`config.mk`:
```
export PLATFORM = sky130hd
export DESIGN_NAME = traffic_lamp_monitor
export DESIGN_NICKNAME = d
export VERILOG_FILES = /design/src/rtl/traffic_lamp_monitor.sv
export SDC_FILE = /design/constraint.sdc
export NUM_CORES = 1
export LEC_CHECK = 0
export BUFFER_PORTS_ARGS = -buffer_cell sky130_fd_sc_hd__buf_2
export CAP_MARGIN = 25
export CORE_UTILIZATION = 45
export DETAILED_ROUTE_END_ITERATION = 12
export GPL_ROUTABILITY_DRIVEN = 1
export HOLD_SLACK_MARGIN = 0.06
export PLACE_DENSITY = 0.68
export SLEW_MARGIN = 30
export SYNTH_ARGS = -nofsm -noshare
export SYNTH_HDL_FRONTEND = slang
export SYNTH_SLANG_ARGS = --single-unit
export TNS_END_PERCENT = 100
```
`constraint.sdc`:
```
create_clock -name clk -period 2.39 [get_ports clk]
set_input_delay 0.478 -clock clk [delete_from_list [all_inputs] [get_ports clk]]
set_output_delay 0.478 -clock clk [all_outputs]
set_load 0.02 [all_outputs]
```
`src/rtl/traffic_lamp_monitor.sv`:
```
// traffic_lamp_monitor
//   Receive-side checker for a six-lamp intersection (NR/NG/NY/ER/EG/EY).
//   It decodes the lamps into a phase and counts the enable ticks spent in that
//   phase. It checks that the phase sequence is legal and that each green and
//   yellow phase lasts its minimum time. The first fault is latched until R.
//   The block only observes the lamps and never drives them.
//
//   Optional build macro: MONITOR_STALL_EN enables a stall fault (code 5) when a
//   phase dwells for STALL_LIMIT ticks.
//
// Ports
//   clk         system clock, rising edge
//   R           asynchronous active-high reset
//   in_EN       tick enable (same strobe as the controller's interval counter)
//   NR,NG,NY    north lamps
//   ER,EG,EY    east lamps
//   phase       0 UNKNOWN,1 NG,2 NY,3 EG,4 EY,5 ALLRED,7 FAULT
//   phase_chg   1-cycle pulse on each accepted phase change
//   dwell       ticks spent in the current phase (saturating)
//   cycles      completed east->north handovers (wraps)
//   fault       sticky fault flag
//   fault_code  first fault: 1 illegal lamps,2 bad transition,3 short green,
//               4 short yellow,5 stall; 0 when no fault
module traffic_lamp_monitor #(
    parameter int CNT_W       = 8,
    parameter int MIN_GREEN   = 8,
    parameter int MIN_YELLOW  = 3,
    parameter int STALL_LIMIT = 200
) (
    input  logic             clk,
    input  logic             R,
    input  logic             in_EN,
    input  logic             NR,
    input  logic             NG,
    input  logic             NY,
    input  logic             ER,
    input  logic             EG,
    input  logic             EY,
    output logic [2:0]       phase,
    output logic             phase_chg,
    output logic [CNT_W-1:0] dwell,
    output logic [7:0]       cycles,
    output logic             fault,
    output logic [2:0]       fault_code
);

    // PH_ILLEGAL is used only as a decode result and is never stored in p.
    typedef enum logic [2:0] {
        PH_UNKNOWN = 3'd0,
        PH_NG      = 3'd1,
        PH_NY      = 3'd2,
        PH_EG      = 3'd3,
        PH_EY      = 3'd4,
        PH_ALLRED  = 3'd5,
        PH_ILLEGAL = 3'd6,
        PH_FAULT   = 3'd7
    } phase_t;

    localparam logic [CNT_W-1:0] MIN_G    = CNT_W'(MIN_GREEN);
    localparam logic [CNT_W-1:0] MIN_Y    = CNT_W'(MIN_YELLOW);
    localparam logic [CNT_W:0]   STALL_M1 = (CNT_W+1)'(STALL_LIMIT - 1);

`ifdef MONITOR_STALL_EN
    localparam bit STALL_EN = 1'b1;
`else
    localparam bit STALL_EN = 1'b0;
`endif

    phase_t d, p;
    logic   legal_tr, short_time, short_green, stall_hit;

    assign phase = p;

    // Only these exact one-lamp-per-road patterns are legal.
    always_comb begin
        case ({NR, NG, NY, ER, EG, EY})
            6'b010_100: d = PH_NG;
            6'b001_100: d = PH_NY;
            6'b100_010: d = PH_EG;
            6'b100_001: d = PH_EY;
            6'b100_100: d = PH_ALLRED;
            default:    d = PH_ILLEGAL;
        endcase
    end

    always_comb begin
        legal_tr    = 1'b0;
        short_time  = 1'b0;
        short_green = 1'b0;
        case (p)
            PH_NG:     begin legal_tr = (d == PH_NY);
                             short_green = 1'b1; short_time = (dwell < MIN_G); end
            PH_NY:     begin legal_tr = (d == PH_EG) || (d == PH_ALLRED);
                             short_time = (dwell < MIN_Y); end
            PH_EG:     begin legal_tr = (d == PH_EY);
                             short_green = 1'b1; short_time = (dwell < MIN_G); end
            PH_EY:     begin legal_tr = (d == PH_NG) || (d == PH_ALLRED);
                             short_time = (dwell < MIN_Y); end
            PH_ALLRED: legal_tr = (d == PH_NG) || (d == PH_EG);
            default:   legal_tr = 1'b0;
        endcase
    end

    // The stall fault fires on the tick that would bring dwell up to STALL_LIMIT.
    assign stall_hit = STALL_EN && in_EN && ({1'b0, dwell} >= STALL_M1);

    always_ff @(posedge clk or posedge R) begin
        if (R) begin
            p          <= PH_UNKNOWN;
            phase_chg  <= 1'b0;
            dwell      <= '0;
            cycles     <= '0;
            fault      <= 1'b0;
            fault_code <= 3'd0;
        end else begin
            phase_chg <= 1'b0;
            if (p == PH_FAULT) begin
                // Absorbing state: everything stays frozen until R.
            end else if (d == PH_ILLEGAL) begin
                p <= PH_FAULT; fault <= 1'b1; fault_code <= 3'd1;
            end else if (p == PH_UNKNOWN) begin
                // The first legal pattern is adopted without any checks.
                p     <= d;
                dwell <= '0;
            end else if (d == p) begin
                if (stall_hit) begin
                    p <= PH_FAULT; fault <= 1'b1; fault_code <= 3'd5;
                end else if (in_EN && (dwell != '1)) begin
                    dwell <= dwell + 1'b1;
                end
            end else if (!legal_tr) begin
                p <= PH_FAULT; fault <= 1'b1; fault_code <= 3'd2;
            end else if (short_time) begin
                p <= PH_FAULT; fault <= 1'b1;
                fault_code <= short_green ? 3'd3 : 3'd4;
            end else begin
                // An accepted change clears dwell, even if in_EN is also high.
                p         <= d;
                dwell     <= '0;
                phase_chg <= 1'b1;
                if (p == PH_EY) cycles <= cycles + 8'd1;
            end
        end
    end

endmodule

```
==> key figures <==
Drt
  – Vias per cell: 5.661
  – Remaining antenna violation count: 0
  – DR WL/cell: 14.07 um
  – Initial DRC Count: 50
  – Drt drc: 0
  – DR vias: 1387
  – Initial DRT Pass Iterations: 4
  – WL final: 3447 um

CTS
  – TritonCTS Buffers: 3
  – CTS resizes: 0
  – Clock tree buffer depth: 2
  – CTS Hold Bufs: 0
  – CTS tree: built
  – Setup bufs post-CTS: 0
  – Root Buffer: clkbuf_4
  – # clock sinks: 24
  – H-tree depth: 1
  – Clk pin slew, worst setup/hold paths: 0.13 ns
  – Clk_lat worst skew: 0.31 ns

Logic synthesis
  – Post-Syn Instances: 157
  – Top cell type's share of synthesized area: 0.3765
  – Yosys top cell by area: dfrtp_1
  – Post-synth EDFFs: 0
  – Netlist Area Pre-Place: 1595 um^2
  – Largest cells by area after synthesis: dfrtp_1 38%, xnor2_1 4.4%, a2111oi_4 3.5%
  – Synth Register Bits: 24
  – Post-Syn Area per Cell: 10.16 um^2
  – Fraction of synthesis flops using an asynchronous set or reset pin: 1.000
  – Syn nets: 168
  – Ys flop type: dfrtp_1
  – Synth cell types: 61
  – Number of warnings issued by yosys: 0
  – Sequential element share of the synthesized area: 0.3765

GRT
  – Gr ovfl total: 0
  – Total track usage: 0.1930
  – Initial antenna violation count: 0
  – Global-route wire length before repair: 5471 um
  – Number of global-route vias before repair: 1230
  – Largest net degree at the start of global routing: 15

Min path
  – Min-Delay Path Class: in2async

Timing
  – Worst hold slack: 0.1322 ns
  – Skew final: 0.004959 ns
  – Max-slew headroom: 0.6749
  – Final setup fails: 0
  – Least-Margin Pin Slew: 0.4876 ns
  – Final Critical Period: 2.121 ns
  – Achievable Freq: 471.5 MHz
  – Worst Slack Setup Final: 0.2693 ns
  – RSZ-0062 raised after global routing: no
  – Tcrit/Tclk final: 0.8873
  – Setup TNS Final: 0 ns
  – Slew Limit Fails: 0
  – Final hold viol count: 0

Placement
  – IO buf count: 32
  – Final Wtd Congestion: 0.8286
  – Pre-CTS WS: -0.02587 ns
  – DP HPWL: 2738 um

Pwr
  – PwrDens: 401.5 nW/um^2
  – Static leakage: 0.9056 nW
  – Total power: 766.6 uW
  – Peak VDD IR: 266.0 uV

Die
  – Core area: 3363 um^2
  – DIE AREA: 3787 um^2
  – Initial Utilization: 0.4743
  – Top-Level Pins: 33
  – Die H: 61.54 um
  – Die X: 61.54 um
  – Site row count: 21

Critical path
  – Slowest cell on crit path: or4_1
  – Slowest stage delay, CP: 0.52 ns
  – Worst flop-to-flop path startpoint: dwell[4]
  – Arrival time at the worst endpoint: 2.34 ns
  – Crit end category: register
  – Reg2reg end: fault_code[1]
  – Reg2Reg Depth: 7
  – CP cell instances: or4_1, nor2_1, o31ai_1, o31a_4, nor3_4, o21ai_2, a22o_1
  – Worst R2R Setup Slack: 0.27 ns
  – Crit Path Max Fanout: 5
  – Crit path capture: fault_code[1]
  – Crit Path Category: reg2reg
  – Setup crit start: dwell[4]
  – CP Launch Type: register
  – Worst Path Required: 2.60 ns

Run status
  – Status: completed

Final layout
  – Layout cells sized above 1: 0.3266
  – Nets: 211
  – Antenna fix cells: 0
  – Fin util: 0.5677
  – Area Overhead vs Synth: 19.69%

Job
  – # Max-Cap Violations: 0
[routing by layer]
metal / part of all wire / GRT usage / routed length, um
met1: 0.45 / 0.2520 / 1534
met2: 0.48 / 0.3241 / 1667
met3: 0.054 / 0.02941 / 185
met4: 0.017 / 0.06984 / 59
met5: 0 / 0 / 0
[critical path: cells and delay by family (launching register included)]
| family | cells | cell delay [ns] |
|---|---|---|
| compound gates | 4 | 0.62 |
| flops | 1 | 0.46 |
| simple gates | 3 | 0.94 |
[report_power, final]
part	leakage [nW]	switching [mW]	internal [mW]
Sequential	0.314	0.000475	0.407
Combinational	0.563	0.0416	0.0255
Clock	0.0279	0.123	0.169
[logic make-up (layout without fill, tap and decap cells)]
family | after synthesis | after routing | synth area share
and+or+nand+nor | 66 | 66 | 0.2565
buffers and inverters | 10 | 52 | 0.03608
DFF | 24 | 24 | 0.3765
adders and majority gates | 2 | 2 | 0.01568
AOI/OAI and AO/OA | 40 | 40 | 0.2290
muxes | 3 | 3 | 0.02039
xor gates and xnor gates | 12 | 12 | 0.06588
[cell usage in the layout (no fill, tap or decap), drive strengths merged, types with 4 or more instances in the layout]
master,n
and3,5
nand3,8
nand4,4
nor2,13
a31oi,4
inv,5
xnor2,8
o21ai,4
buf,43
xor2,4
a21oi,5
nand2,11
dfrtp,24
[Yosys cell counts (2+ instances only)]
cell	number
buf_6	2
a22o_1	3
nand2b_1	2
o22ai_1	3
nor2_1	12
o21ai_0	2
a22oi_1	2
inv_1	5
xnor2_1	8
nor4_1	3
and2_1	2
or3_1	2
xor2_1	4
a2111oi_4	2
a31oi_1	4
a21oi_1	4
dfrtp_1	24
nand3_1	8
nand4_1	4
nor2b_1	2
nor4b_2	2
o31ai_1	2
nand2_1	10
nand4bb_1	2
ha_1	2
a32o_1	2
and3_1	5
[area by class of cell]
| cell class | instances | area, um^2 |
|---|---|---|
| Timing Repair Buffer | 43 | 242.7 |
| Inverter | 5 | 18.77 |
| Multi-Input combinational cell | 123 | 937.1 |
| Sequential cell | 24 | 600.6 |
| Tap cell | 46 | 57.56 |
| Clock inverter | 1 | 30.03 |
| Clock buffer | 3 | 22.52 |
| Fill cell | 320 | 1454 |
[registers in the layout, indices dropped and copies added, names as in the netlist]
signal      cells
cycles          8
dwell           8
fault           1
fault_code      3
phase           3
phase_chg       1
[through the flow]
step / instances / area (um^2)
after floorplan: 157 / 1595
after global placement: 241 / 1857
after detailed placement: 241 / 1857
after CTS: 245 / 1909
after global routing: 245 / 1909
final: 245 / 1909
[worst min path at each step]
stage / cells past startpoint / start / slack (ns) / end
after floorplan: 1 / R / 0.49 / cycles[0]
after global placement: 1 / cycles[7] / 0.45 / cycles[7]
after detailed placement: 1 / fault / 0.45 / fault
after CTS: 2 / R / 0.14 / dwell[0]
after global routing: 2 / R / 0.16 / dwell[7]
final: 2 / R / 0.13 / dwell[7]
Power figures use the tool's default switching activity.
